[config.mk]
export PLATFORM = sky130hd
export DESIGN_NAME = ram_arbiter
export DESIGN_NICKNAME = d
export VERILOG_FILES = /design/src/rtl/ram_arb_pkg.sv /design/src/rtl/rr_arbiter.sv /design/src/rtl/ram_arbiter.sv
export SDC_FILE = /design/constraint.sdc
export NUM_CORES = 1
export LEC_CHECK = 0
export ABC_AREA = 1
export ABC_CLOCK_PERIOD_IN_PS = 10100
export BUFFER_PORTS_ARGS = -buffer_cell sky130_fd_sc_hd__buf_4
export CAP_MARGIN = 20
export CORE_UTILIZATION = 47
export CTS_CLUSTER_SIZE = 8
export DETAILED_ROUTE_END_ITERATION = 6
export PLACE_DENSITY_LB_ADDON = 0.05
export SYNTH_ARGS = -nofsm -noshare
export SYNTH_HDL_FRONTEND = slang
export SYNTH_SLANG_ARGS = --single-unit
[constraint.sdc]
create_clock -name clk -period 10.1 [get_ports clk]
set_clock_uncertainty 0.15 [all_clocks]
set_input_delay 2.02 -clock clk [delete_from_list [all_inputs] [get_ports clk]]
set_output_delay 2.02 -clock clk [all_outputs]
set_load 0.01 [all_outputs]
[src/rtl/ram_arb_pkg.sv]
// Shared types and default sizing for the RAM arbiter and its round-robin sub-arbiters.
package ram_arb_pkg;

   localparam int unsigned DEF_ADDR_LEN    = 8;
   localparam int unsigned DEF_DATA_LEN    = 8;
   localparam int unsigned DEF_NUM_CLIENTS = 4;
   localparam int unsigned MAX_CLIENTS     = 8;
   localparam int unsigned IDX_W           = $clog2(MAX_CLIENTS);

   typedef logic [IDX_W-1:0] client_idx_t;

endpackage

[src/rtl/rr_arbiter.sv]
// Round-robin arbiter: grants the first requester at or after ptr, then moves ptr past the winner.
module rr_arbiter
   import ram_arb_pkg::*;
#(
   parameter int unsigned N = DEF_NUM_CLIENTS
) (
   input  logic         clk,
   input  logic         rst_n,
   input  logic [N-1:0] req,
   output logic [N-1:0] gnt_c,
   output client_idx_t  idx_c,
   output logic         any_c
);

   client_idx_t ptr_q, ptr_d;

   // Two passes: requesters at/after ptr first, then wrap around from client 0.
   always_comb begin
      gnt_c = '0;
      idx_c = '0;
      any_c = 1'b0;
      ptr_d = ptr_q;
      for (int unsigned j = 0; j < N; j++) begin
         if (!any_c && req[j] && (j >= 32'(ptr_q))) begin
            gnt_c[j] = 1'b1;
            idx_c    = client_idx_t'(j);
            any_c    = 1'b1;
         end
      end
      for (int unsigned j = 0; j < N; j++) begin
         if (!any_c && req[j]) begin
            gnt_c[j] = 1'b1;
            idx_c    = client_idx_t'(j);
            any_c    = 1'b1;
         end
      end
      if (!rst_n) begin
         gnt_c = '0;
         idx_c = '0;
         any_c = 1'b0;
      end
      if (any_c) begin
         ptr_d = (idx_c == client_idx_t'(N - 1)) ? '0 : idx_c + client_idx_t'(1);
      end
   end

   always_ff @(posedge clk or negedge rst_n) begin
      if (!rst_n) begin
         ptr_q <= '0;
      end else begin
         ptr_q <= ptr_d;
      end
   end

endmodule

[src/rtl/ram_arbiter.sv]
// Multi-client RAM arbiter: independent round-robin write and read paths onto a
// single-port-per-direction RAM, with one-cycle registered read return.
module ram_arbiter
   import ram_arb_pkg::*;
#(
   parameter int unsigned ADDR_LEN    = DEF_ADDR_LEN,
   parameter int unsigned DATA_LEN    = DEF_DATA_LEN,
   parameter int unsigned NUM_CLIENTS = DEF_NUM_CLIENTS
) (
   input  logic                                   clk,
   input  logic                                   rst_n,
   input  logic [NUM_CLIENTS-1:0]                 c_wreq,
   input  logic [NUM_CLIENTS-1:0][ADDR_LEN-1:0]   c_waddr,
   input  logic [NUM_CLIENTS-1:0][DATA_LEN-1:0]   c_wdata,
   output logic [NUM_CLIENTS-1:0]                 c_wgnt,
   input  logic [NUM_CLIENTS-1:0]                 c_rreq,
   input  logic [NUM_CLIENTS-1:0][ADDR_LEN-1:0]   c_raddr,
   output logic [NUM_CLIENTS-1:0]                 c_rgnt,
   output logic [NUM_CLIENTS-1:0]                 c_rvalid,
   output logic [DATA_LEN-1:0]                    c_rdata,
   output logic                                   ram_write,
   output logic [ADDR_LEN-1:0]                    ram_inaddr,
   output logic [DATA_LEN-1:0]                    ram_indata,
   output logic                                   ram_read,
   output logic [ADDR_LEN-1:0]                    ram_outaddr,
   input  logic [DATA_LEN-1:0]                    ram_outdata
);

   logic [NUM_CLIENTS-1:0] wgnt_c, rgnt_c;
   client_idx_t            widx_c, ridx_c;
   logic                   w_any_c, r_any_c;

   logic [NUM_CLIENTS-1:0] rvalid_q, rvalid_d;
   logic [DATA_LEN-1:0]    rdata_q, rdata_d;

   rr_arbiter #(.N(NUM_CLIENTS)) u_wr_arb (
      .clk   (clk),
      .rst_n (rst_n),
      .req   (c_wreq),
      .gnt_c (wgnt_c),
      .idx_c (widx_c),
      .any_c (w_any_c)
   );

   rr_arbiter #(.N(NUM_CLIENTS)) u_rd_arb (
      .clk   (clk),
      .rst_n (rst_n),
      .req   (c_rreq),
      .gnt_c (rgnt_c),
      .idx_c (ridx_c),
      .any_c (r_any_c)
   );

   // Winner's address/data onto the RAM ports; zeros when the path is idle.
   always_comb begin
      ram_inaddr  = '0;
      ram_indata  = '0;
      ram_outaddr = '0;
      for (int unsigned j = 0; j < NUM_CLIENTS; j++) begin
         if (w_any_c && (widx_c == client_idx_t'(j))) begin
            ram_inaddr = c_waddr[j];
            ram_indata = c_wdata[j];
         end
         if (r_any_c && (ridx_c == client_idx_t'(j))) begin
            ram_outaddr = c_raddr[j];
         end
      end
   end

   // Read data is only sampled while a read is granted, so idle high-Z never reaches c_rdata.
   always_comb begin
      rvalid_d = rgnt_c;
      rdata_d  = r_any_c ? ram_outdata : rdata_q;
   end

   always_ff @(posedge clk or negedge rst_n) begin
      if (!rst_n) begin
         rvalid_q <= '0;
         rdata_q  <= '0;
      end else begin
         rvalid_q <= rvalid_d;
         rdata_q  <= rdata_d;
      end
   end

   assign c_wgnt    = wgnt_c;
   assign c_rgnt    = rgnt_c;
   assign ram_write = w_any_c;
   assign ram_read  = r_any_c;
   assign c_rvalid  = rvalid_q;
   assign c_rdata   = rdata_q;

endmodule

Word-level counts from Yosys, hierarchy flattened
Cells that the tools add are included.
{"block": "classes", "addsub": 2, "order_cmp": 8, "eq_ne": 6, "muxes": 64, "reduce_logical": 46}
{"op": "2-to-1 mux 8 bit", "n": 12}
{"op": "2-to-1 mux 1 bit", "n": 34}
{"op": "logical AND 1 bit", "n": 30}
{"op": "2-to-1 mux 2 bit", "n": 14}
{"op": "zero test 1 bit", "n": 14}
{"op": "greater-or-equal comparator 1 x 3 -> 1 bit (first input constant)", "n": 4}
{"op": "greater-or-equal comparator 2 x 3 -> 1 bit (first input constant)", "n": 4}
{"op": "2-to-1 mux 4 bit", "n": 2}
{"op": "adder 2 x 1 -> 3 bit (second input constant)", "n": 2}
{"op": "== test 3 x 1 -> 1 bit (second input constant)", "n": 2}
{"op": "== test 3 x 2 -> 1 bit (second input constant)", "n": 2}
{"op": "zero test 3 bit", "n": 2}
{"op": "2-to-1 mux 3 bit", "n": 2}
{"op": "== test 2 bit (second input constant)", "n": 2}
{"block": "totals", "regBits": 18, "in_bits": 114, "out_inout_bits": 46}

Logic depth before layout (Yosys ltp)
{"block": "depth", "word_depth": 34, "mapped_depth": 18, "mapped_depth_nobuf": 16}

Hierarchy
From an unflattened synthesis, not the netlist that was laid out.
{"block": "hier_totals", "hier_cells": 272, "hier_area_um2": 1864.3}
{"mod": "ram_arbiter", "n_inst": 1, "cells_each": 188, "area_each_um2": 1293.7, "seq_area_each_um2": 300.3}
{"mod": "rr_arbiter", "n_inst": 2, "cells_each": 42, "area_each_um2": 285.3, "seq_area_each_um2": 50.0}

Worst setup path before layout
Ideal clock, no wire load.
{"block": "synth_timing", "path_kind": "input port to output port", "start": "in rst_n", "end": "out ram_inaddr[0]", "t_arrival_ps": 4046, "setup_slack_ps": 3884, "path_stages": 14, "path_cell_list": "buf_2 -> buf_2 -> clkinv_1 -> nor2_1 -> nor2_1 -> inv_1 -> ha_1 -> clkbuf_1 -> clkbuf_1 -> nand4_1 -> nand2_1 -> clkinv_1 -> nand2_1 -> nand2_1"}
{"block": "synth_between", "elab_chain_len": 7, "word_cells_on_any_way": 14, "classes_between": "3 x eq/ne; 6 x mux; 5 x reduce/logical"}
{"element": "from (decl)", "line": "ram_arbiter.sv:11", "rtl": "input logic rst_n,"}
{"element": "2-to-1 mux 2 bit", "line": "rr_arbiter.sv:37", "rtl": "if (!rst_n) begin"}
{"element": "zero test 3 bit", "line": "ram_arbiter.sv:60", "rtl": "if (w_any_c && (widx_c == client_idx_t'(j))) begin"}
{"element": "logical AND 1 bit", "line": "ram_arbiter.sv:60"}
{"element": "2-to-1 mux 8 bit (3 in a row)", "line": "ram_arbiter.sv:60"}
{"element": "2-to-1 mux 8 bit *", "line": "ram_arbiter.sv:60"}
{"element": "to (decl)", "line": "ram_arbiter.sv:22", "rtl": "output logic [ADDR_LEN-1:0] ram_inaddr,"}
Every way passes the cells marked *; elsewhere a longest branch is shown, timed or not.

Final worst setup path
{"block": "layout_timing", "start": "in rst_n", "end": "out ram_inaddr[4]"}
The elaborated chain is that of the path after synthesis.

==> results.tsv <==
metric	value	unit
status	completed	
yosys_warnings	0	
switching_share	42.5	%
worst_slew_pin_slew	968	ps
netlist-cell-type-count	25	
drt_wl_total	7490	um
rsz0062_at_grt	no	
vias_per_cell	5.04	
critPathLaunchType	input pin	
p_comb_share	64.7	%
fillCellCount	445	
initial_core_util	50.2	%
max_freq	137	MHz
cpMaxStageDelayCell	ha_1	
cp_max_fo	95	
setup_viol	0	
drtPass1Iterations	5	
grt.total_usage	26.6	%
dieWidth	74.2	um
cp.required	7930	ps
boundaryPins	160	
drc_errors	0	
gp_congestion	0.910	
cp_cell_sequence	buf_4, clkinv_1, a21oi_1, ha_1, nor2_1, nand4_1, nand3_1, nand2_1, nand2_1, buf_4	
clk_latency	250	ps
cts_sinks	16	
clkPwrFrac	14.7	%
cts_tree	built	
internal-power	222	uW
peakVddDrop	0.000124	V
hold_buffers	0	
finalCritPeriodShare	72.5	%
synth_nets	568	
power.switching	164	uW
yosysSeqAreaShare	16.3	%
cts-resized-gates	0	
synthCells	446	
rr_worst_depth	12	
final_antenna_net_count	0	
cts_buffers	3	
io_buffers	159	
hold_depth	2	
crit_type	in2out	
post_cts_buffers	0	
cts-root-buf	clkbuf_8	
fp.dieH	74.2	um
drt-initial-drc-count	145	
r2r_start	u_rd_arb.ptr_q[1]	
dp.final_hpwl	5750	um
finalHoldViolations	0	
grt_max_degree	96	
max_cap_viol_count	0	
finalCriticalPeriod	7320	ps
synth_seq_cells	16	
n_antenna_cell	0	
synth_area	0.00245	mm^2
hold_path_class	reg2reg	
grt_pass1_wl	11800	um
grt_overflow	0	
syn_area_per_cell	5.50	um^2
critPathLaunch	rst_n	
nets	701	
route.detailed.wl_per_inst	11.6	um
slew_violations	0	
final_layout_size_suffix_gt1_share	31.1	%
antenna_found_initial	0	
multi_input_area	0.00155	mm^2
tns	0	ps
area_growth	48.3	%
slew_headroom	35.5	%
leakage	0.00224	uW
cpPeakStageDelay	860	ps
h-tree-depth	1	
dp_slack	2810	ps
setup_ws	2780	ps
end_kind	output pin	
core	0.00488	mm^2
arrival	5150	ps
first_global_vias	2780	
powerDensity	106	mW/mm^2
cts.clk_slew.worst_paths	60	ps
ff_latch_area	400	um^2
worstHoldStart	c_rdata[2]	
vias	3253	
dieArea	0.00551	mm^2
sequentialPowerShare	20.6	%
row_count	25	
clockBufferDepth	2	
## metrics by stage
step | instances | hold slack (ps) | util (%) | area, um^2 | power, uW
6_report | 645 | 333 | 74.5 | 3630 | 386
5_1_grt | 645 | 367 | 74.5 | 3630 | 420
4_1_cts | 645 | 335 | 74.5 | 3630 | 387
3_5_place_dp | 641 | 317 | 73.4 | 3580 | 329
3_3_place_gp | 641 | 316 | 73.4 | 3580 | 325
2_1_floorplan | 446 | 352 | - | 2450 | 224
## state kept, by name, indices dropped and copies added, names as in the netlist
register / flops
c_rdata: 8
c_rvalid: 4
u_rd_arb.ptr_q: 2
u_wr_arb.ptr_q: 2
## kinds of logic after synthesis
family	share of synthesized area, %
adder cells (fa/ha/maj)	4.08
buffers and inverters	20.5
flip-flops	16.3
AND/OR/NAND/NOR	56.9
AO/OA/AOI/OAI	2.19
## synthesized netlist by cell type (all sizes together)
library cell,instances,area share (%)
a21oi,5,1.0
o21ai,3,0.61
clkbuf,13,2.0
nor2,39,6.6
buf,18,4.0
nor3,1,0.20
ha,8,4.1
dfrtp,16,16
nand2,136,21
a31oi,1,0.26
nand3,33,7.8
nand4,78,21
o31ai,1,0.31
inv,69,11
clkinv,25,3.8
## worst paths after layout
check | slack (ps) | to
setup / recovery | 2780 | ram_inaddr[4]
hold / removal | 330 | c_rdata[2]
setup reg to reg | 7930 | u_rd_arb.ptr_q[1]
hold reg to reg | 330 | c_rdata[2]
max in group asynchronous | 7460 | c_rvalid[2]
min in group asynchronous | 1760 | c_rdata[2]
## critical path, delay by kind of cell
| family | cells | cell delay (ps) |
|---|---|---|
| buffers and inverters | 3 | 1360 |
| adder cells (fa/ha/maj) | 1 | 860 |
| AND/OR/NAND/NOR | 5 | 500 |
| AO/OA/AOI/OAI | 1 | 400 |
## layout by cell type, fill, tap and decap left out, types with 5 or more instances in the layout
| master | netlist | final |
|---|---|---|
| nand3_2 | 5 | 5 |
| ha_1 | 8 | 8 |
| buf_4 | 2 | 159 |
| dfrtp_1 | 16 | 16 |
| inv_1 | 65 | 65 |
| a21oi_1 | 5 | 5 |
| nand4_1 | 76 | 76 |
| nand2_1 | 132 | 132 |
| clkinv_1 | 25 | 25 |
| nand3_1 | 28 | 28 |
| nor2_1 | 37 | 37 |
## metal layers
| layer | wire, um | track usage (%) | up-vias |
|---|---|---|---|
| met5 | 0 | 0 | - |
| met4 | 133 | 6.50 | 0 |
| met3 | 589 | 4.47 | 12 |
| met2 | 3750 | 49.9 | 137 |
| met1 | 3020 | 31.3 | 1415 |
| li1 | - | - | 1689 |
## power groups by stage
stage	Combinational [uW]	Clock, uW	Sequential [uW]
after floorplan	142	0	82.1
after global placement	245	0	80.4
after detailed placement	248	0	80.6
after CTS	249	57.9	79.5
after global routing	280	59.7	80.7
final	249	56.7	79.6
## final cells by class
| cell class | count | share of cell area (%) |
|---|---|---|
| Clock buffer | 4 | 1.51 |
| Timing Repair Buffer | 159 | 32.8 |
| Sequential cell | 16 | 11.0 |
| Multi-Input combinational cell | 305 | 42.6 |
| Inverter | 94 | 9.71 |
| Tap cell | 67 | 2.31 |
(Power assumes the default switching activity.)
